==> src/rtl/gmii_tx_pkg.sv <==
// gmii_tx_pkg: shared types and constants for the GMII transmit framer.
//   tx_state_t - framer state encoding
//   byte constants for preamble/SFD/pad/abort, CRC-32 init and reflected poly
package gmii_tx_pkg;

  typedef enum logic [2:0] {
    IDLE,
    PREAMBLE,
    SFD,
    PAYLOAD,
    PAD,
    FCS,
    DROP,
    IFG
  } tx_state_t;

  localparam logic [7:0]  PREAMBLE_BYTE = 8'h55;
  localparam logic [7:0]  SFD_BYTE      = 8'hD5;
  localparam logic [7:0]  PAD_BYTE      = 8'h00;
  localparam logic [7:0]  ABORT_BYTE    = 8'h00;

  localparam logic [31:0] CRC_INIT      = 32'hFFFF_FFFF;
  localparam logic [31:0] CRC_POLY      = 32'hEDB8_8320;

endpackage

==> src/rtl/gmii_if.sv <==
// gmii_if: GMII transmit bundle (valid, data, error).
//   master - driven by the MAC framer
//   slave  - observed by the PHY side
interface gmii_if;
  logic       valid;
  logic [7:0] data;
  logic       error;

  modport master (output valid, output data, output error);
  modport slave  (input  valid, input  data, input  error);
endinterface

==> src/rtl/crc32_byte.sv <==
// crc32_byte: combinational one-byte step of the reflected Ethernet CRC-32.
//   crc_i  - running CRC before this byte
//   data_i - byte to fold in, LSB first
//   crc_o  - running CRC after this byte
// Also used by the RX FCS checker, so it holds no state.
module crc32_byte
  import gmii_tx_pkg::*;
(
  input  logic [31:0] crc_i,
  input  logic [7:0]  data_i,
  output logic [31:0] crc_o
);

  logic [31:0] acc;

  always_comb begin
    acc = crc_i ^ {24'h0, data_i};
    for (int b = 0; b < 8; b++) begin
      acc = acc[0] ? ((acc >> 1) ^ CRC_POLY) : (acc >> 1);
    end
    crc_o = acc;
  end

endmodule

==> src/rtl/gmii_tx_framer.sv <==
// gmii_tx_framer: transmit MAC framer toward a GMII PHY.
//   clk, rst_n            - byte clock, async active-low reset
//   s_valid_i/s_ready_o   - source byte handshake
//   s_data_i/s_last_i     - frame byte, end-of-frame marker
//   s_error_i             - source marks the frame bad
//   gmii_tx_if_o          - registered GMII valid/data/error
//   frame_done_pulse_o    - with the last FCS byte on the wire
//   abort_pulse_o         - with the abort (valid+error) byte on the wire
// Adds preamble/SFD, zero-pads to MIN_PAYLOAD, appends FCS, enforces IFG.
module gmii_tx_framer
  import gmii_tx_pkg::*;
#(
  parameter int unsigned PREAMBLE_BYTES = 7,
  parameter int unsigned MIN_PAYLOAD    = 60,
  parameter int unsigned MAX_PAYLOAD    = 1514,
  parameter int unsigned IFG_CYCLES     = 12
) (
  input  logic       clk,
  input  logic       rst_n,
  input  logic       s_valid_i,
  output logic       s_ready_o,
  input  logic [7:0] s_data_i,
  input  logic       s_last_i,
  input  logic       s_error_i,
  gmii_if.master     gmii_tx_if_o,
  output logic       frame_done_pulse_o,
  output logic       abort_pulse_o
);

  localparam logic [15:0] PRE_LAST = 16'(PREAMBLE_BYTES - 1);
  localparam logic [15:0] MIN_CNT  = 16'(MIN_PAYLOAD);
  localparam logic [15:0] MAX_CNT  = 16'(MAX_PAYLOAD);
  localparam logic [15:0] IFG_LAST = (IFG_CYCLES > 0) ? 16'(IFG_CYCLES - 1) : 16'd0;

  // The state names the byte being produced for the next edge; every wire
  // output is registered, so each byte appears one cycle after its decision.
  tx_state_t   state_q;
  logic [15:0] cnt_q;     // preamble / payload byte / FCS index / IFG count
  logic [31:0] crc_q, crc_d;
  logic [7:0]  crc_byte;
  logic [31:0] fcs_w;
  logic [7:0]  fcs_byte;
  logic [15:0] cnt_nxt;
  logic        at_max;
  logic        last_taken;

  logic        tx_valid_q, tx_error_q;
  logic [7:0]  tx_data_q;
  logic        done_q, abort_q;

  assign cnt_nxt  = cnt_q + 16'd1;
  assign at_max   = (cnt_q == MAX_CNT);

  // Refusing the byte once the count sits at MAX_PAYLOAD keeps the count
  // saturated; the abort then fires on that cycle and DROP takes the byte.
  assign s_ready_o  = ((state_q == PAYLOAD) && !at_max) || (state_q == DROP);
  assign last_taken = s_ready_o && s_valid_i && s_last_i;

  assign crc_byte = (state_q == PAD) ? PAD_BYTE : s_data_i;

  crc32_byte u_crc (
    .crc_i  (crc_q),
    .data_i (crc_byte),
    .crc_o  (crc_d)
  );

  // FCS goes out complemented, least significant byte first.
  assign fcs_w    = ~crc_q;
  assign fcs_byte = fcs_w[{cnt_q[1:0], 3'b000} +: 8];

  always_ff @(posedge clk or negedge rst_n) begin
    if (!rst_n) begin
      state_q    <= IDLE;
      cnt_q      <= '0;
      crc_q      <= CRC_INIT;
      tx_valid_q <= 1'b0;
      tx_error_q <= 1'b0;
      tx_data_q  <= '0;
      done_q     <= 1'b0;
      abort_q    <= 1'b0;
    end else begin
      tx_valid_q <= 1'b0;
      tx_error_q <= 1'b0;
      tx_data_q  <= '0;
      done_q     <= 1'b0;
      abort_q    <= 1'b0;
      case (state_q)
        IDLE: begin
          crc_q <= CRC_INIT;
          cnt_q <= '0;
          // First source byte stays parked at the source until PAYLOAD.
          if (s_valid_i) begin
            tx_valid_q <= 1'b1;
            tx_data_q  <= PREAMBLE_BYTE;
            cnt_q      <= 16'd1;
            state_q    <= (PREAMBLE_BYTES > 1) ? PREAMBLE : SFD;
          end
        end
        PREAMBLE: begin
          tx_valid_q <= 1'b1;
          tx_data_q  <= PREAMBLE_BYTE;
          cnt_q      <= cnt_nxt;
          if (cnt_q >= PRE_LAST) state_q <= SFD;
        end
        SFD: begin
          tx_valid_q <= 1'b1;
          tx_data_q  <= SFD_BYTE;
          cnt_q      <= '0;
          state_q    <= PAYLOAD;
        end
        PAYLOAD: begin
          if (at_max || !s_valid_i || s_error_i) begin
            tx_valid_q <= 1'b1;
            tx_error_q <= 1'b1;
            tx_data_q  <= ABORT_BYTE;
            abort_q    <= 1'b1;
            cnt_q      <= '0;
            state_q    <= last_taken ? IFG : DROP;
          end else begin
            tx_valid_q <= 1'b1;
            tx_data_q  <= s_data_i;
            crc_q      <= crc_d;
            cnt_q      <= cnt_nxt;
            if (s_last_i) begin
              if (cnt_nxt < MIN_CNT) begin
                state_q <= PAD;
              end else begin
                cnt_q   <= '0;
                state_q <= FCS;
              end
            end
          end
        end
        PAD: begin
          tx_valid_q <= 1'b1;
          tx_data_q  <= PAD_BYTE;
          crc_q      <= crc_d;
          if (cnt_nxt >= MIN_CNT) begin
            cnt_q   <= '0;
            state_q <= FCS;
          end else begin
            cnt_q   <= cnt_nxt;
          end
        end
        FCS: begin
          tx_valid_q <= 1'b1;
          tx_data_q  <= fcs_byte;
          cnt_q      <= cnt_nxt;
          if (cnt_q[1:0] == 2'd3) begin
            done_q  <= 1'b1;
            cnt_q   <= '0;
            state_q <= IFG;
          end
        end
        DROP: begin
          if (s_valid_i && s_last_i) begin
            cnt_q   <= '0;
            state_q <= IFG;
          end
        end
        IFG: begin
          if (cnt_q >= IFG_LAST) begin
            cnt_q   <= '0;
            state_q <= IDLE;
          end else begin
            cnt_q   <= cnt_nxt;
          end
        end
        default: state_q <= IDLE;
      endcase
    end
  end

  assign gmii_tx_if_o.valid = tx_valid_q;
  assign gmii_tx_if_o.data  = tx_data_q;
  assign gmii_tx_if_o.error = tx_error_q;
  assign frame_done_pulse_o = done_q;
  assign abort_pulse_o      = abort_q;

endmodule

==> src/flat_wrapper.sv <==
// flat-port wrapper written by rule: the top's interface ports become plain ports
module gmii_tx_framer_flat import gmii_tx_pkg::*;
#(
  parameter int unsigned PREAMBLE_BYTES = 7,
  parameter int unsigned MIN_PAYLOAD    = 60,
  parameter int unsigned MAX_PAYLOAD    = 1514,
  parameter int unsigned IFG_CYCLES     = 12
)
  (clk, rst_n, s_valid_i, s_ready_o, s_data_i, s_last_i, s_error_i, frame_done_pulse_o, abort_pulse_o, gmii_tx_if_o_valid, gmii_tx_if_o_data, gmii_tx_if_o_error);
  gmii_if gmii_tx_if_o_i ();
  input  logic clk;
  input  logic rst_n;
  input  logic s_valid_i;
  output logic s_ready_o;
  input  logic [7:0] s_data_i;
  input  logic s_last_i;
  input  logic s_error_i;
  output logic frame_done_pulse_o;
  output logic abort_pulse_o;
  output wire logic [$bits(gmii_tx_if_o_i.valid)-1:0] gmii_tx_if_o_valid;
  output wire logic [$bits(gmii_tx_if_o_i.data)-1:0] gmii_tx_if_o_data;
  output wire logic [$bits(gmii_tx_if_o_i.error)-1:0] gmii_tx_if_o_error;
  assign gmii_tx_if_o_valid = gmii_tx_if_o_i.valid;
  assign gmii_tx_if_o_data = gmii_tx_if_o_i.data;
  assign gmii_tx_if_o_error = gmii_tx_if_o_i.error;
  gmii_tx_framer #(.PREAMBLE_BYTES(PREAMBLE_BYTES), .MIN_PAYLOAD(MIN_PAYLOAD), .MAX_PAYLOAD(MAX_PAYLOAD), .IFG_CYCLES(IFG_CYCLES)) u_core (.clk(clk), .rst_n(rst_n), .s_valid_i(s_valid_i), .s_ready_o(s_ready_o), .s_data_i(s_data_i), .s_last_i(s_last_i), .s_error_i(s_error_i), .gmii_tx_if_o(gmii_tx_if_o_i), .frame_done_pulse_o(frame_done_pulse_o), .abort_pulse_o(abort_pulse_o));
endmodule
==> config.mk <==
export PLATFORM = sky130hd
export DESIGN_NAME = gmii_tx_framer_flat
export DESIGN_NICKNAME = d
export VERILOG_FILES = /design/src/rtl/gmii_tx_pkg.sv /design/src/rtl/gmii_if.sv /design/src/rtl/crc32_byte.sv /design/src/rtl/gmii_tx_framer.sv /design/src/flat_wrapper.sv
export SDC_FILE = /design/constraint.sdc
export NUM_CORES = 1
export LEC_CHECK = 0
export CAP_MARGIN = 20
export CORE_MARGIN = 3
export CORE_UTILIZATION = 25
export DETAILED_ROUTE_END_ITERATION = 16
export SYNTH_ARGS = -nofsm -noshare
export SYNTH_HDL_FRONTEND = slang
export SYNTH_SLANG_ARGS = --single-unit
export TNS_END_PERCENT = 100
==> constraint.sdc <==
create_clock -name clk -period 4.3 [get_ports clk]
set_input_delay 0.43 -clock clk [delete_from_list [all_inputs] [get_ports clk]]
set_output_delay 0.43 -clock clk [all_outputs]
set_load 0.02 [all_outputs]
* Word-level counts from Yosys, hierarchy flattened
Cells that the tools add are included.
** Storage, ports and cells
- Register bits after elaboration :: 62
- ROM bits :: 0
- Bits in writable memories :: 0
- Memories :: 0
- Logic and storage cells :: 94
- Latch bits :: 0
** Cells by class
- Shift-type cells :: 1
- $add $sub $neg :: 1
- Multipliers :: 0
- $lt $le $gt $ge :: 4
- Bitwise operators :: 10
- Multiplexer cells :: 40
- Divide/modulo/power cells :: 0
- Equality and inequality tests :: 17
- Reductions and logical operators :: 14
** Operators by type and width (number)
- $mux 32 :: 9
- $pmux 16 s8 :: 1
- $mux 16 :: 7
- $not 13->14 :: 8
- $pmux 32 s3 :: 1
- $pmux 8 s5 :: 1
- $not 32->32 :: 1
- $shiftx 32x6->8 :: 1
- $xor 32x8->32 :: 1
- $mux 3 :: 8
- $pmux 3 s8 :: 1
- $add 16x1->16 const B :: 1
- $eq 16x11->1 const B :: 1
- $ge 16x3->1 const B :: 1
- $ge 16x4->1 const B :: 1
- $ge 16x6->1 const B :: 1
- $lt 16x6->1 const B :: 1
- $mux 8 :: 2
- $eq 3x3->1 const B :: 4
- $mux 1 :: 8
- $ne 2x2->1 const B :: 4
- $mux 7 :: 1
- $reduce_and 7->1 :: 1
- $eq 3x2->1 const B :: 2
- other kinds (12) :: 20

* Longest topological paths before layout
Gate-level depths: netlist (run 1).
- Word-level depth :: 21
- Gate-level depth with buffers :: 11
- Mapped depth without buffers :: 9

* Hierarchy
From an unflattened synthesis (run 1), not the netlist that was laid out.
** Second synthesis, totals
- Cells, all modules :: 464
- Area, all modules :: 4331.7 um^2
** By module, submodules not included
- gmii_tx_framer :: cells an instance 392, times used 1, area each 3555.9 um^2
- crc32_byte :: cells an instance 72, times used 1, area each 775.7 um^2

* Worst setup path before layout (run 1)
OpenSTA, ideal clock, no wires.
- Kind :: reg-to-reg
- From :: register u_core.cnt_q[0]
- To :: register u_core.cnt_q[2]
- Period minus slack after synthesis :: 2.906 ns
- Setup slack :: 1.394 ns
- Arrival :: 2.837 ns
- Data required time :: 4.231 ns
- Library setup time :: 0.069 ns
- Stages on the path, launching flop included :: 12
- Path through :: dfrtp_1 > buf_1 > inv_1 > ha_1 > nand4b_1 > nor4_2 > or4_1 > and2_1 > o31ai_2 > buf_2 > o21ai_0 > nand2_1
** Between the ends
- Cells in the longest elaborated chain, start to end :: 6
** RTL lines
- from (decl) :: RTL line gmii_tx_framer.sv:38 : logic [15:0] cnt_q;
- from (signal assigned) :: RTL line gmii_tx_framer.sv:102 : cnt_q <= cnt_nxt;
- from (signal assigned) :: RTL line gmii_tx_framer.sv:123 : cnt_q <= cnt_nxt;
- from (signal assigned) :: RTL line gmii_tx_framer.sv:142 : cnt_q <= cnt_nxt;
- $add 16x1->16 :: RTL line gmii_tx_framer.sv:51 : assign cnt_nxt = cnt_q + 16'd1;
- $lt 16x6->1 :: RTL line gmii_tx_framer.sv:125 : if (cnt_nxt < MIN_CNT) begin
- $mux 16 :: RTL line gmii_tx_framer.sv:125
- $mux 16 :: RTL line gmii_tx_framer.sv:124 : if (s_last_i) begin
- $mux 16 :: RTL line gmii_tx_framer.sv:112 : if (at_max || !s_valid_i || s_error_i) begin
- $pmux 16 s8 * :: RTL line gmii_tx_framer.sv:87 : case (state_q)
Every way passes the cells marked *; elsewhere a longest branch is shown, timed or not.
A chain may end at the register's enable or synchronous reset.

* Final worst setup path (run 1)
- From :: register u_core.cnt_q[1]
- To :: register u_core.cnt_q[1]
Same word-level chain as after synthesis.

==> impl_metrics.csv, run 1 <==
group,metric,value,unit
floorplanning,design.portCount,26,
cts,clock_sinks,62,
synthesis,yosysTopAreaCellShare,19.9,%
cts,clockBufferDepth,2,
cells_and_area,nets,480,
cells_and_area,seqCellArea,1590,um^2
cells_and_area,layoutNonFillerInstCount,685,
timing,clock.fmax,302,MHz
worst_setup_path,cpMaxStageDelayCell,"dfrtp_1",
floorplanning,die_width,136,um
cells_and_area,multi_input_area,2490,um^2
floorplanning,rows,46,
worst_setup_path,end_kind,"register",
pwr,cellPowerDensity,867,nW/um^2
cts,cts_buffers,9,
pwr,peakVddDrop,0.402,mV
cts,cts_resized,0,
synthesis,synth_seq_cells,62,
cells_and_area,layout-drive-gt1-share,18.6,%
cells_and_area,fill_cells,1654,
synthesis,async_flop_share,100,%
worst_setup_path,r2r_start,"u_core.cnt_q[1]",
routing,wl_per_cell,15.7,um
synthesis,syn_area,4220,um^2
synthesis,synth_top_area_cell,"dfstp_2",
cts,clk_latency,0.33,ns
timing,fin_skew,0.00777,ns
cts,cts_setup_buffers,0,
cts,cts_tree,"yes",
global_route,grt_pass1_vias,3382,
synthesis,yosysMostFrequentCell,"nor2_1",
global_route,antenna_found_initial,0,
timing,final_hold_viol_count,0,
place,place_hpwl,7590,um
timing,rsz0062_at_grt,"false",
synthesis,avgSynthCellArea,9.44,um^2
floorplanning,dieArea,18500,um^2
synthesis,synth.distinct_cells,60,
worst_setup_path,critPathKind,"reg -> reg",
pwr,power,0.00436,W
timing,finalSetupViolCount,0,
timing,tightest_slew,1.09,ns
synthesis,synth_fp_nets,463,
place,dp_slack,1.04,ns
timing,period_needed,3.31,ns
synthesis,synth_common_cells,"nor2_1 (54), nand2_1 (51), xnor2_1 (37)",
worst_setup_path,required,4.54,ns
routing,drt-initial-drc-count,324,
timing,hold_slack,0.0724,ns
routing,drc,0,
worst_setup_path,critPathLaunchType,"register",
worst_setup_path,rrSetupSlack,0.99,ns
global_route,grt_max_degree,41,
worst_setup_path,path_cells,"ha_1 > and2_1 > nor3_1 > o311a_1 > a211o_1 > o31ai_2 > buf_4 > nor2_1 > o31ai_1",
worst_setup_path,cp-startpoint,"u_core.cnt_q[1]",
timing,final.setup.worst_slack,0.991,ns
global_route,grt_pass1_wl,18000,um
routing,wirelength,10800,um
cts,holdBufCountCts,0,
synthesis,yosys-top-cells-area,"dfstp_2 (20%), dfrtp_1 (18%), xnor2_1 (7.7%)",
global_route,track_usage,12.3,%
global_route,gr-total-overflow,0,
timing,maxSlewViolCount,0,
floorplanning,fp.coreArea,16200,um^2
job,max_cap_violations,0,
place,port_buffers,25,
timing,slew_headroom,26.8,%
synthesis,ys_seq_area_share,37.7,%
cts,h-tree-depth,3,
synthesis,netlist_instances,447,
floorplanning,floorplan.initialDensity,26.1,%
place,gp_congestion,0.883,
timing,timing.final.crit_share,77.0,%
cts,clk_pin_slew,0.05,ns
worst_setup_path,crit_path_max_fanout,14,
routing,drt_first_pass_iters,5,
cells_and_area,n_antenna_cell,0,
hold_path,hold_path.class,"in -> async",
synthesis,ys_warn_count,0,
cells_and_area,area_growth,19.1,%
cts,cts-root-buf,"clkbuf_16",
floorplanning,die_y,136,um
run_status,status,"completed",
pwr,power.static_leakage,1.93,nW
place,dp.cells,668,
synthesis,synth_edf_count,0,
timing,finalSetupTns,0,ns
worst_setup_path,critPathMaxStageDelay,0.72,ns
worst_setup_path,cp.arrival,3.54,ns
routing,postRouteAntennaNets,0,
routing,viasPerCell,4.89,
routing,routed-via-count,3347,
synthesis,synth-main-ff-cell,"dfstp_2",
report_power, final:
part	internal, W	switching [W]	leakage, nW	total [W]
Sequential	0.000857	0.000220	0.735	0.00108
Combinational	0.00116	0.00132	1.04	0.00248
Clock	0.000537	0.000262	0.163	0.000799
Total	0.00255	0.00181	1.93	0.00436
critical path, delay by kind of cell, from the launching register on:
kind                     cells  cell delay (ns)
AND/OR/NAND/NOR              3             0.34
buffers and inverters        1             0.29
AO/OA/AOI/OAI                4             1.43
flip-flops                   1             0.72
adder cells (fa/ha/maj)      1             0.42
registers in the layout (all words and copies together) (netlist names):
register and cells:
u_core.gmii_tx_if_o.error 1, u_core.state_q 3, u_core.gmii_tx_if_o.valid 1, u_core.cnt_q 16, u_core.gmii_tx_if_o.data 8, u_core.frame_done_pulse_o 1
u_core.crc_q 32
cells in the final DEF (no fill, tap or decap), types with 3 or more instances in the layout:
cell / synthesis / routed
or4_1: 3 / 3
nand3_1: 8 / 8
xor2_4: 3 / 3
nor3_1: 12 / 12
xor2_1: 19 / 19
o22ai_1: 13 / 13
inv_1: 4 / 4
or3_1: 4 / 4
a21oi_1: 36 / 36
and2_1: 12 / 12
xor2_2: 5 / 5
and4_1: 5 / 5
nand2_1: 51 / 51
dfstp_2: 32 / 32
nor2_1: 54 / 54
o211ai_1: 4 / 4
xnor2_1: 37 / 37
ha_1: 3 / 3
dfrtp_1: 30 / 30
nand4_1: 8 / 8
nor3b_1: 3 / 3
clkdlybuf4s50_1: 0 / 24
clkbuf_16: 0 / 9
o31ai_1: 3 / 3
o21ai_0: 11 / 11
mux4_2: 8 / 8
xnor2_2: 4 / 4
nor2b_1: 9 / 9
buf_4: 1 / 8
routing by layer:
layer  vias to the layer above  wire [um]  GRT usage, %
met5                         -          0             0
met4                         0        136          3.58
met3                        15        493          3.00
met2                        94       5450          20.1
met1                      1645       4710          16.1
li1                       1593          -             -
cell type report:
| cell class | count | area share, % |
|---|---|---|
| tap | 216 | 5.38 |
| clock buffer | 12 | 5.10 |
| multi-input combinational | 353 | 49.5 |
| timing repair buffer | 34 | 6.62 |
| inverter | 4 | 0.299 |
| sequential | 62 | 31.7 |
| clock inverter | 4 | 1.39 |
path summary, 6_finish.rpt:
check / end / depth (start not counted)
worst max-delay path: u_core.cnt_q[1] / 9
worst min-delay path: u_core.cnt_q[8] / 1
worst max register to register: u_core.cnt_q[1] / 9
worst min register to register: u_core.crc_q[13] / 2
max in group asynchronous: u_core.crc_q[24] / 2
min in group clk: u_core.crc_q[13] / 2
through the flow:
| step | util [%] | cell area [um^2] |
|---|---|---|
| detailed placement | 28.9 | 4670 |
| finish | 31.1 | 5020 |
| global route | 31.1 | 5020 |
| floorplan | - | 4220 |
| global placement | 28.9 | 4670 |
| CTS | 30.9 | 5000 |
logic make-up (layout without fill, tap and decap cells):
family | Yosys count | after routing | share of synthesized area, %
AO/OA/AOI/OAI | 89 | 89 | 13.6
XOR/XNOR | 70 | 70 | 18.2
adder cells (fa/ha/maj) | 3 | 3 | 0.890
buffers and inverters | 32 | 54 | 3.56
AND/OR/NAND/NOR | 181 | 181 | 21.2
multiplexers | 10 | 10 | 4.74
flip-flops | 62 | 62 | 37.7
No activity file was read; power rests on OpenSTA's default activity.
==> run 2: changes to the inputs <==
Clock period 4.3 ns to 3.1 ns, I/O delays scaled along.
==> impl_metrics.csv, run 2 (synthesis results as in run 1) <==
group,metric,value,unit
routing,postRouteAntennaNets,0,
cells_and_area,largest_reg_flops,32,
routing,drt_first_pass_iters,5,
run_status,status,"completed",
cts,cts_tree,"yes",
worst_setup_path,end_kind,"register",
global_route,grt_pass1_vias,3555,
cells_and_area,n_antenna_cell,0,
global_route,gr-total-overflow,0,
worst_setup_path,critPathLaunchType,"register",
worst_setup_path,critPathMaxStageDelay,0.54,ns
routing,drt-initial-drc-count,387,
pwr,power,0.00607,W
cts,cts-root-buf,"clkbuf_16",
cells_and_area,design_area,5110,um^2
floorplanning,fp.coreArea,16200,um^2
cells_and_area,layout-drive-gt1-share,20.9,%
cts,clockBufferDepth,2,
timing,final_hold_viol_count,0,
routing,viasPerCell,4.96,
floorplanning,design.portCount,26,
timing,rsz0062_at_grt,"false",
worst_setup_path,critPathKind,"reg -> reg",
cts,h-tree-depth,3,
floorplanning,die_y,136,um
worst_setup_path,path_cells,"ha_1 > and4_1 > nand4_1 > o32ai_1 > o22ai_1 > o31ai_2 > buf_4 > nor2_1 > o31ai_1",
global_route,track_usage,12.7,%
hold_path,hold_path.class,"in -> async",
worst_setup_path,crit_path_max_fanout,9,
cts,clock_sinks,62,
timing,tightest_slew,0.907,ns
cells_and_area,nets,495,
timing,period_needed,2.85,ns
place,port_buffers,25,
worst_setup_path,cp.arrival,3.09,ns
timing,fin_skew,0.00546,ns
timing,maxSlewViolCount,0,
worst_setup_path,cpMaxStageDelayCell,"dfrtp_1",
place,gp_congestion,0.941,
timing,clock.fmax,351,MHz
pwr,cellPowerDensity,1190,nW/um^2
cts,clk_latency,0.34,ns
cts,cts_buffers,9,
cells_and_area,final_common_cell,"nor2_1",
routing,drc,0,
floorplanning,floorplan.initialDensity,26.1,%
worst_setup_path,path_buf_inv,1,
cells_and_area,layout_common_cells,"nor2_1 (54), nand2_1 (51), xnor2_1 (37)",
place,place_hpwl,7890,um
routing,wl_per_cell,15.9,um
job,max_cap_violations,0,
cells_and_area,top_register,"u_core.crc_q",
worst_setup_path,required,3.34,ns
global_route,grt_pass1_wl,18500,um
place,place_area,4780,um^2
worst_setup_path,critPathTopFamily,"compound AO/OA/AOI/OAI gates",
routing,routed-via-count,3474,
cts,cts_setup_buffers,0,
timing,finalSetupTns,0,ns
cells_and_area,area_growth,21.0,%
global_route,antenna_found_initial,0,
timing,timing.final.crit_share,91.9,%
floorplanning,die_width,136,um
floorplanning,dieArea,18500,um^2
timing,finalSetupViolCount,0,
pwr,power.static_leakage,2.00,nW
cts,clk_pin_slew,0.05,ns
global_route,grt_max_degree,51,
timing,slew_headroom,39.0,%
routing,wirelength,11100,um
pwr,peakVddDrop,0.551,mV
floorplanning,rows,46,
==> run 2: routing by layer <==
layer	part of all wire, %	vias up	global-route usage, %
met5	0	-	0
met4	1.9	0	4.26
li1	-	1640	-
met3	3.7	25	2.85
met1	44	1706	15.8
met2	51	103	21.7
==> run 2: power by group <==
| group | internal, W | leakage (nW) | total [W] | switching, W |
|---|---|---|---|---|
| clock network | 0.000637 | 0.153 | 0.00102 | 0.000386 |
| registers | 0.00119 | 0.735 | 0.00142 | 0.000231 |
| logic | 0.00168 | 1.11 | 0.00363 | 0.00195 |
| total | 0.00351 | 2.00 | 0.00607 | 0.00256 |
==> run 2: final cells by class <==
type / instances / area [um^2]
fillers: 1648 / 11100
inverters: 4 / 15.0
clock buffers: 12 / 279
repair buffers: 49 / 430
flip-flops and latches: 62 / 1590
multi-input cells: 353 / 2500
well taps: 216 / 270
clock inverters: 4 / 25.0
==> run 2: worst paths after layout <==
kind                                   from                           to  slack (ns)  depth (start not counted)
max reg2reg                 u_core.cnt_q[1]              u_core.cnt_q[0]        0.25                          9
min reg2reg                u_core.crc_q[23]             u_core.crc_q[23]        0.52                          2
min                                   rst_n              u_core.cnt_q[8]        0.40                          2
max in group asynchronous             rst_n  u_core.gmii_tx_if_o.data[2]        1.78                          3
max                         u_core.cnt_q[1]              u_core.cnt_q[0]        0.25                          9
min in group clk           u_core.crc_q[23]             u_core.crc_q[23]        0.52                          2
==> run 2: through the flow <==
| step | setup WS [ns] | utilization, % | cells | hold WS (ns) |
|---|---|---|---|---|
| global route | 0.0559 | 31.6 | 700 | 0.446 |
| finish | 0.250 | 31.6 | 700 | 0.401 |
| CTS | 0.0734 | 31.5 | 699 | 0.426 |
| detailed placement | 0.285 | 29.5 | 682 | 0.230 |
| floorplan | 0.194 | - | 447 | 0.0144 |
| global placement | 0.475 | 29.5 | 682 | 0.236 |
==> run 2: what timing repair did <==
action / in CTS / in global routing
hold buffers: 1 / 0
hold endpoints to repair: 12 / 0
gates resized for setup: 0 / 2
endpoints found under the setup margin: 0 / 1
